===== config.mk =====
export PLATFORM = sky130hd
export DESIGN_NAME = ram_arbiter_flat
export DESIGN_NICKNAME = d
export VERILOG_FILES = /design/src/rtl/ram_arbiter_if.sv /design/src/rtl/ram_arbiter.sv /design/src/flat_wrapper.sv
export SDC_FILE = /design/constraint.sdc
export NUM_CORES = 1
export LEC_CHECK = 0
export BUFFER_PORTS_ARGS = -buffer_cell sky130_fd_sc_hd__buf_2
export CAP_MARGIN = 5
export CORE_ASPECT_RATIO = 1.25
export CORE_MARGIN = 4
export CORE_UTILIZATION = 29
export CTS_BUF_LIST = sky130_fd_sc_hd__clkbuf_8
export DETAILED_ROUTE_END_ITERATION = 8
export SLEW_MARGIN = 20
export SYNTH_ARGS = -nofsm -noshare
export SYNTH_HDL_FRONTEND = slang
export SYNTH_SLANG_ARGS = --single-unit

===== constraint.sdc =====
create_clock -name clk -period 3.5 [get_ports clk]
set_input_delay 0 -clock clk [delete_from_list [all_inputs] [get_ports clk]]
set_output_delay 0 -clock clk [all_outputs]
set_load 0.05 [all_outputs]

===== src/rtl/ram_arbiter_if.sv =====
// -----------------------------------------------------------------------------
// ram_arbiter_if
//
// Bundles the two requester ports (instruction fetch "ifu", load/store "lsu")
// and the single-port data RAM port that ram_arbiter sits between.
//
// Modports:
//   slave  - the arbiter's view: requests and RAM read data come in, grants,
//            responses and the RAM drive go out.
//   master - the environment's view (requesters + RAM model): the reverse.
//
// Signal summary:
//   ifu_req/ifu_addr                      fetch request (read only)
//   ifu_gnt/ifu_rvalid/ifu_rdata/ifu_err  fetch grant and response
//   lsu_req/lsu_wr_en/lsu_addr/lsu_sel/lsu_wr_data   load/store request
//   lsu_gnt/lsu_rvalid/lsu_rdata/lsu_err  load/store grant and response
//   ram_ce/ram_wr_en/ram_addr/ram_addr_sel/ram_wr_data   RAM drive
//   ram_data_in                           RAM combinational read data
// -----------------------------------------------------------------------------
interface ram_arbiter_if;
   // instruction fetch port
   logic        ifu_req;
   logic [31:0] ifu_addr;
   logic        ifu_gnt;
   logic        ifu_rvalid;
   logic [31:0] ifu_rdata;
   logic        ifu_err;

   // load/store port
   logic        lsu_req;
   logic        lsu_wr_en;
   logic [31:0] lsu_addr;
   logic [3:0]  lsu_sel;
   logic [31:0] lsu_wr_data;
   logic        lsu_gnt;
   logic        lsu_rvalid;
   logic [31:0] lsu_rdata;
   logic        lsu_err;

   // data RAM port
   logic        ram_ce;
   logic        ram_wr_en;
   logic [31:0] ram_addr;
   logic [3:0]  ram_addr_sel;
   logic [31:0] ram_wr_data;
   logic [31:0] ram_data_in;

   modport slave (
      input  ifu_req, ifu_addr,
      output ifu_gnt, ifu_rvalid, ifu_rdata, ifu_err,
      input  lsu_req, lsu_wr_en, lsu_addr, lsu_sel, lsu_wr_data,
      output lsu_gnt, lsu_rvalid, lsu_rdata, lsu_err,
      output ram_ce, ram_wr_en, ram_addr, ram_addr_sel, ram_wr_data,
      input  ram_data_in
   );

   modport master (
      output ifu_req, ifu_addr,
      input  ifu_gnt, ifu_rvalid, ifu_rdata, ifu_err,
      output lsu_req, lsu_wr_en, lsu_addr, lsu_sel, lsu_wr_data,
      input  lsu_gnt, lsu_rvalid, lsu_rdata, lsu_err,
      input  ram_ce, ram_wr_en, ram_addr, ram_addr_sel, ram_wr_data,
      output ram_data_in
   );
endinterface : ram_arbiter_if


===== src/rtl/ram_arbiter.sv =====
// -----------------------------------------------------------------------------
// ram_arbiter
//
// Shares one single-port, byte-lane data RAM between the instruction-fetch
// port (ifu) and the load/store port (lsu). At most one master is granted per
// cycle; the RAM is driven combinationally from the winner, so a grant in
// cycle N performs the RAM access in cycle N (read sampled / write committed
// on the closing edge) and the winner sees rvalid for exactly cycle N+1.
//
// Arbitration: fixed priority lsu > ifu. A saturating starvation counter
// counts consecutive lsu wins while ifu is waiting; once it reaches
// STARVE_LIMIT, ifu takes the next contended grant and the counter clears.
//
// Parameters:
//   STARVE_LIMIT  consecutive contended lsu grants before ifu is forced (1..15)
//   RAM_BYTES     RAM address window in bytes (only used by the range check)
//
// Ports:
//   clk    system clock
//   rst_n  asynchronous active-low reset
//   bus    ram_arbiter_if.slave - requester ports and RAM port
//
// Optional feature (macro RAM_ARB_RANGE_CHK_EN):
//   When defined, a granted access with addr >= RAM_BYTES is still granted
//   and still answered at N+1, but ram_ce is held low for it (no write
//   reaches the RAM) and the response carries rdata=0, err=1.
//   When undefined, ifu_err and lsu_err are tied low.
// -----------------------------------------------------------------------------
module ram_arbiter #(
   parameter int unsigned STARVE_LIMIT = 4,
   parameter int unsigned RAM_BYTES    = 16384
) (
   input  logic          clk,
   input  logic          rst_n,
   ram_arbiter_if.slave  bus
);

   // Response routing: which master owned the RAM in the previous cycle.
   typedef enum logic [1:0] {
      IDLE   = 2'd0,
      RESP_I = 2'd1,
      RESP_D = 2'd2
   } state_t;

   localparam logic [3:0] LIMIT = 4'(STARVE_LIMIT);

   // Parameter sanity, caught at elaboration.
   if ((STARVE_LIMIT == 0) || (STARVE_LIMIT > 15)) begin : g_bad_limit
      $error("ram_arbiter: STARVE_LIMIT must lie in 1..15");
   end
   if (RAM_BYTES == 0) begin : g_bad_bytes
      $error("ram_arbiter: RAM_BYTES must be non-zero");
   end

   state_t      state_q, state_d;
   logic [3:0]  starve_q, starve_d;
   logic        ifu_win, lsu_win;
   logic        ifu_oob, lsu_oob;
   logic [31:0] ifu_rdata_q, lsu_rdata_q;

   // ---------------------------------------------------------------------------
   // Address range check
   // ---------------------------------------------------------------------------
`ifdef RAM_ARB_RANGE_CHK_EN
   assign ifu_oob = (bus.ifu_addr >= RAM_BYTES);
   assign lsu_oob = (bus.lsu_addr >= RAM_BYTES);
`else
   assign ifu_oob = 1'b0;
   assign lsu_oob = 1'b0;
`endif

   // ---------------------------------------------------------------------------
   // Arbitration, starvation counter, FSM next state and RAM drive
   // ---------------------------------------------------------------------------
   always_comb begin
      // NOTE: every signal written here gets a default first, so no path can
      // leave one unassigned and infer a latch.
      ifu_win          = 1'b0;
      lsu_win          = 1'b0;
      starve_d         = starve_q;
      state_d          = IDLE;
      bus.ifu_gnt      = 1'b0;
      bus.lsu_gnt      = 1'b0;
      bus.ram_ce       = 1'b0;
      bus.ram_wr_en    = 1'b0;
      bus.ram_addr     = '0;
      bus.ram_addr_sel = '0;
      bus.ram_wr_data  = '0;

      // lsu wins unless ifu is also waiting and has been passed over
      // STARVE_LIMIT times in a row.
      if (bus.lsu_req && !(bus.ifu_req && (starve_q == LIMIT))) begin
         lsu_win = 1'b1;
      end else if (bus.ifu_req) begin
         ifu_win = 1'b1;
      end

      // The counter only tracks an uninterrupted run of contended lsu wins;
      // any cycle where ifu is idle or served restarts it.
      if (ifu_win || !bus.ifu_req) begin
         starve_d = '0;
      end else if (lsu_win && (starve_q != LIMIT)) begin
         starve_d = starve_q + 4'd1;
      end

      if (ifu_win) begin
         state_d          = RESP_I;
         bus.ifu_gnt      = 1'b1;
         bus.ram_ce       = !ifu_oob;
         bus.ram_wr_en    = 1'b0;
         bus.ram_addr     = bus.ifu_addr;
         bus.ram_addr_sel = 4'b1111;
         bus.ram_wr_data  = '0;
      end else if (lsu_win) begin
         state_d          = RESP_D;
         bus.lsu_gnt      = 1'b1;
         // An out-of-range access never enables the RAM, so a store to it is
         // dropped even though wr_en is passed through.
         bus.ram_ce       = !lsu_oob;
         bus.ram_wr_en    = bus.lsu_wr_en;
         bus.ram_addr     = bus.lsu_addr;
         bus.ram_addr_sel = bus.lsu_sel;
         bus.ram_wr_data  = bus.lsu_wr_data;
      end
   end

   // ---------------------------------------------------------------------------
   // State, counter and response data registers
   // ---------------------------------------------------------------------------
   always_ff @(posedge clk or negedge rst_n) begin
      if (!rst_n) begin
         state_q     <= IDLE;
         starve_q    <= '0;
         ifu_rdata_q <= '0;
         lsu_rdata_q <= '0;
      end else begin
         // NOTE: non-blocking assignments so every register here samples the
         // pre-edge values of the others, whatever the statement order.
         state_q  <= state_d;
         starve_q <= starve_d;
         // rdata only moves for the winner; the loser keeps its last value.
         if (ifu_win) begin
            ifu_rdata_q <= ifu_oob ? 32'h0 : bus.ram_data_in;
         end
         if (lsu_win) begin
            lsu_rdata_q <= (lsu_oob || bus.lsu_wr_en) ? 32'h0 : bus.ram_data_in;
         end
      end
   end

   // rvalid comes straight from the registered owner state: one cycle after
   // the grant, exactly one cycle long, and dropped immediately by reset.
   assign bus.ifu_rvalid = (state_q == RESP_I);
   assign bus.lsu_rvalid = (state_q == RESP_D);
   assign bus.ifu_rdata  = ifu_rdata_q;
   assign bus.lsu_rdata  = lsu_rdata_q;

   // ---------------------------------------------------------------------------
   // Range error flags
   // ---------------------------------------------------------------------------
`ifdef RAM_ARB_RANGE_CHK_EN
   logic ifu_err_q, lsu_err_q;

   // Reloaded every cycle so the flag is only ever high alongside rvalid.
   always_ff @(posedge clk or negedge rst_n) begin
      if (!rst_n) begin
         ifu_err_q <= 1'b0;
         lsu_err_q <= 1'b0;
      end else begin
         ifu_err_q <= ifu_win && ifu_oob;
         lsu_err_q <= lsu_win && lsu_oob;
      end
   end

   assign bus.ifu_err = ifu_err_q;
   assign bus.lsu_err = lsu_err_q;
`else
   assign bus.ifu_err = 1'b0;
   assign bus.lsu_err = 1'b0;
`endif

   // ---------------------------------------------------------------------------
   // Structural invariants
   // ---------------------------------------------------------------------------
   a_one_grant : assert property (@(posedge clk) disable iff (!rst_n)
      !(bus.ifu_gnt && bus.lsu_gnt));

   a_counter_bound : assert property (@(posedge clk) disable iff (!rst_n)
      starve_q <= LIMIT);

   a_one_rvalid : assert property (@(posedge clk) disable iff (!rst_n)
      !(bus.ifu_rvalid && bus.lsu_rvalid));

endmodule : ram_arbiter

===== src/flat_wrapper.sv =====
// flat-port wrapper written by rule: the top's interface ports become plain ports
module ram_arbiter_flat 
#(
   parameter int unsigned STARVE_LIMIT = 4,
   parameter int unsigned RAM_BYTES    = 16384
)
  (clk, rst_n, bus_ifu_req, bus_ifu_addr, bus_ifu_gnt, bus_ifu_rvalid, bus_ifu_rdata, bus_ifu_err, bus_lsu_req, bus_lsu_wr_en, bus_lsu_addr, bus_lsu_sel, bus_lsu_wr_data, bus_lsu_gnt, bus_lsu_rvalid, bus_lsu_rdata, bus_lsu_err, bus_ram_ce, bus_ram_wr_en, bus_ram_addr, bus_ram_addr_sel, bus_ram_wr_data, bus_ram_data_in);
  ram_arbiter_if bus_i ();
  input  logic clk;
  input  logic rst_n;
  input wire logic [$bits(bus_i.ifu_req)-1:0] bus_ifu_req;
  input wire logic [$bits(bus_i.ifu_addr)-1:0] bus_ifu_addr;
  output wire logic [$bits(bus_i.ifu_gnt)-1:0] bus_ifu_gnt;
  output wire logic [$bits(bus_i.ifu_rvalid)-1:0] bus_ifu_rvalid;
  output wire logic [$bits(bus_i.ifu_rdata)-1:0] bus_ifu_rdata;
  output wire logic [$bits(bus_i.ifu_err)-1:0] bus_ifu_err;
  input wire logic [$bits(bus_i.lsu_req)-1:0] bus_lsu_req;
  input wire logic [$bits(bus_i.lsu_wr_en)-1:0] bus_lsu_wr_en;
  input wire logic [$bits(bus_i.lsu_addr)-1:0] bus_lsu_addr;
  input wire logic [$bits(bus_i.lsu_sel)-1:0] bus_lsu_sel;
  input wire logic [$bits(bus_i.lsu_wr_data)-1:0] bus_lsu_wr_data;
  output wire logic [$bits(bus_i.lsu_gnt)-1:0] bus_lsu_gnt;
  output wire logic [$bits(bus_i.lsu_rvalid)-1:0] bus_lsu_rvalid;
  output wire logic [$bits(bus_i.lsu_rdata)-1:0] bus_lsu_rdata;
  output wire logic [$bits(bus_i.lsu_err)-1:0] bus_lsu_err;
  output wire logic [$bits(bus_i.ram_ce)-1:0] bus_ram_ce;
  output wire logic [$bits(bus_i.ram_wr_en)-1:0] bus_ram_wr_en;
  output wire logic [$bits(bus_i.ram_addr)-1:0] bus_ram_addr;
  output wire logic [$bits(bus_i.ram_addr_sel)-1:0] bus_ram_addr_sel;
  output wire logic [$bits(bus_i.ram_wr_data)-1:0] bus_ram_wr_data;
  input wire logic [$bits(bus_i.ram_data_in)-1:0] bus_ram_data_in;
  assign bus_i.ifu_req = bus_ifu_req;
  assign bus_i.ifu_addr = bus_ifu_addr;
  assign bus_ifu_gnt = bus_i.ifu_gnt;
  assign bus_ifu_rvalid = bus_i.ifu_rvalid;
  assign bus_ifu_rdata = bus_i.ifu_rdata;
  assign bus_ifu_err = bus_i.ifu_err;
  assign bus_i.lsu_req = bus_lsu_req;
  assign bus_i.lsu_wr_en = bus_lsu_wr_en;
  assign bus_i.lsu_addr = bus_lsu_addr;
  assign bus_i.lsu_sel = bus_lsu_sel;
  assign bus_i.lsu_wr_data = bus_lsu_wr_data;
  assign bus_lsu_gnt = bus_i.lsu_gnt;
  assign bus_lsu_rvalid = bus_i.lsu_rvalid;
  assign bus_lsu_rdata = bus_i.lsu_rdata;
  assign bus_lsu_err = bus_i.lsu_err;
  assign bus_ram_ce = bus_i.ram_ce;
  assign bus_ram_wr_en = bus_i.ram_wr_en;
  assign bus_ram_addr = bus_i.ram_addr;
  assign bus_ram_addr_sel = bus_i.ram_addr_sel;
  assign bus_ram_wr_data = bus_i.ram_wr_data;
  assign bus_i.ram_data_in = bus_ram_data_in;
  ram_arbiter #(.STARVE_LIMIT(STARVE_LIMIT), .RAM_BYTES(RAM_BYTES)) u_core (.clk(clk), .rst_n(rst_n), .bus(bus_i));
endmodule

==> metrics.md <==
| Metric | Value |
|---|---|
| Status | finished clean |
| RSZ-0062 raised after global routing | false |
| Critical-path maximum fanout | 71 |
| Filler instances | 1250 |
| Met2 usage | 0.287 |
| FF/Latch Area | 0.00175 sq mm |
| Initial Utilization | 0.298 |
| Comb pwr share | 0.379 |
| Reg-to-Reg End | u_core.bus.ifu_rdata[6] |
| CTS max path bufs | 2 |
| Worst vdd rail ir drop | 0.194 mV |
| Nets | 781 |
| R2r startpoint | u_core.starve_q[0] |
| Worst Max-Slew Pin Slew | 1000 ps |
| Total CTS buffers | 9 |
| Die W | 111 microns |
| Routed wire length | 13700 microns |
| Worst EP arrival | 2760 ps |
| Core Footprint | 0.0128 sq mm |
| Worst R2R Setup Slack | 1280 ps |
| PwrDens | 479 mW/mm^2 |
| Synthesized area | 0.00381 sq mm |
| Setup Skew | 6.59 ps |
| Busiest layer in global routing | met2 |
| Final ANT Viol Nets | 0 |
| Startpoint class of the critical path | flip-flop |
| Vias | 3757 |
| Clock-pin slew on the worst setup and hold paths | 70 ps |
| Ratio of cells with drive above 1 in the final layout | 0.557 |
| Netlist cell types | 24 |
| Vias in the first global route | 4034 |
| Pint | 1700 uW |
| Synthesized area per cell | 10.8 sq um |
| Initial DRC count | 138 |
| Crit path required time | 3500 ps |
| Met1 Usage GRT | 0.218 |
| Setup Viol. Count Final | 0 |
| FP Rows | 46 |
| Hold Path Class | in2async |
| First-pass GRT wire length | 21200 microns |
| Flop pwr share | 0.342 |
| Area delta synth->final | 52.5% |
| Routed vias/inst | 4.61 |
| Initial antenna violation count | 0 |
| Seq/Total Area, Yosys | 0.460 |
| Switching part of the total power | 0.390 |
| Hold Slack | 244 ps |
| IO buf count | 274 |
| Root Buffer | clkbuf_8 |
| Detailed placement HPWL | 10500 microns |
| Synth Instances | 353 |
| Syn. warnings | 0 |
| Largest net degree at the start of global routing | 72 |
| Total count of hold-check failures in the final report | 0 |
| Placer Congestion | 0.840 |
| WL/cell | 16.8 microns |
| Flops & latches, synth | 70 |
| Clock power frac | 0.278 |
| Clock H-tree levels | 3 |
| Final Cycle Share | 0.788 |
| CTS Sinks | 70 |
| Multi-input gate area | 0.00186 sq mm |
| GRT Total Usage | 0.176 |
| Worst Setup Path Type | reg2out |
| Grt total ovfl | 0 |
| Max-Cap Viols | 0 |
| Worst Setup End Kind | primary output |
| Max Fclk | 363 MHz |
| Depth of the worst register-to-register path | 7 |
| Die ar. | 0.0150 sq mm |
| Worst relative slew slack | 0.331 |
| Total I/O pin count | 277 |
| Clk_lat worst skew | 340 ps |
| Setup tns final | 0 ps |
| M3 GR Usage | 0.0628 |
| Final Max Slew Viols | 0 |
| CTS tree | yes |
| Die height | 136 microns |
| Switching power total | 1080 uW |
| Tmin final | 2760 ps |
| Pre-Repair DR Iteration Count | 4 |
| Lkg Pwr | 0.00320 uW |
| # DRC | 0 |
[cell type report]
class | instances | area share
Clock inverter | 5 | 0.0170
Inverter | 3 | 0.00194
Antenna cell | 1 | 0.000431
Sequential cell | 70 | 0.302
Multi-Input combinational cell | 247 | 0.321
Tap cell | 168 | 0.0362
Timing Repair Buffer | 311 | 0.298
Clock buffer | 10 | 0.0237
[layer usage]
metal / part of all wire / vias up / wire length, microns
met1: 0.42 / 1745 / 5740
met4: 0.020 / 0 / 270
li1: - / 1789 / -
met3: 0.094 / 21 / 1290
met2: 0.47 / 202 / 6350
met5: 0 / - / 0
[cell usage after synthesis, drive strengths merged]
cell | n | share of area
a21o | 4 | 0.0079
and2 | 1 | 0.0016
and3 | 34 | 0.056
buf | 14 | 0.030
clkbuf | 20 | 0.020
conb | 1 | 0.00098
dfrtp | 70 | 0.46
ha | 2 | 0.0066
inv | 3 | 0.0030
mux2 | 64 | 0.22
nand2 | 32 | 0.032
nand3 | 34 | 0.045
nand4b | 1 | 0.0062
nor2 | 3 | 0.0030
nor2b | 34 | 0.056
o21ai | 33 | 0.046
or2 | 1 | 0.0016
xnor2 | 1 | 0.0023
xor2 | 1 | 0.0023
[how the worst max path moves through the flow]
stage | from | to | slack (ps) | depth (start not counted)
after floorplan | u_core.starve_q[0] | bus_ram_addr[22] | 830 | 7
after global placement | u_core.starve_q[0] | bus_ram_addr[8] | 1060 | 6
after detailed placement | u_core.starve_q[0] | bus_ram_addr[8] | 1020 | 6
after CTS | u_core.starve_q[0] | bus_ram_addr[8] | 640 | 6
after global routing | u_core.starve_q[0] | bus_ram_addr[8] | 530 | 6
final | u_core.starve_q[0] | bus_ram_addr[8] | 740 | 6
[power groups by stage]
stage | logic (uW) | clock network (uW) | registers (uW)
global placement | 1030 | 0 | 963
finish | 1050 | 774 | 951
CTS | 1070 | 797 | 951
detailed placement | 1040 | 0 | 966
global route | 1110 | 833 | 963
floorplan | 423 | 0 | 1280
[registers in the layout, summed over array words and instances (netlist names)]
register              flops
u_core.bus.ifu_rdata     32
u_core.bus.lsu_rdata     32
u_core.starve_q           4
u_core.state_q            2
[timing repair]
action,in CTS,in global routing
gates resized for setup,0,0
setup endpoints to repair,0,0
setup buffers,0,0
hold buffers,33,0
endpoints found under the hold margin,64,0
[critical path, cell delays in order, from the launching register on]
cell and delay (ps):
dfrtp_1 400, inv_1 60, ha_1 220, nand4b_4 110, and2_4 830, o21ai_0 450
buf_2 330
[kinds of logic after synthesis]
group / Yosys count / synth area share
compound gates: 37 / 0.0542
xor+xnor: 2 / 0.00460
fa+ha+maj: 2 / 0.00657
buf+inv: 37 / 0.0526
flops: 70 / 0.460
mux: 64 / 0.221
other cells: 1 / 0.000985
simple gates: 140 / 0.200
[through the flow]
stage,power (uW),worst slack (ps),std cells,util,instance area [sq um]
2_1_floorplan,1700,833,354,-,3810
3_3_place_gp,1990,1060,766,0.410,5240
3_5_place_dp,2000,1020,766,0.410,5240
4_1_cts,2810,635,814,0.454,5800
5_1_grt,2900,525,814,0.454,5800
6_report,2780,743,815,0.454,5810
[layout by cell type, fill, tap and decap left out]
cell type / Yosys / final
xor2_1: 1 / 1
a21o_1: 4 / 4
mux2_4: 32 / 32
nand4b_4: 1 / 1
buf_2: 1 / 274
o21ai_4: 1 / 1
nand2_1: 32 / 32
nand3_1: 34 / 34
clkinv_2: 0 / 1
bufinv_16: 0 / 3
o21ai_0: 32 / 32
inv_1: 3 / 4
and2_4: 0 / 1
buf_4: 6 / 4
nor2b_1: 34 / 34
or2_2: 1 / 1
clkbuf_8: 0 / 10
xnor2_1: 1 / 1
ha_1: 2 / 2
diode_2: 0 / 1
dfrtp_1: 70 / 70
and3_1: 34 / 34
mux2_2: 32 / 32
nor2_1: 3 / 3
conb_1: 1 / 2
dlygate4sd3_1: 0 / 33
(Power assumes the default switching activity.)
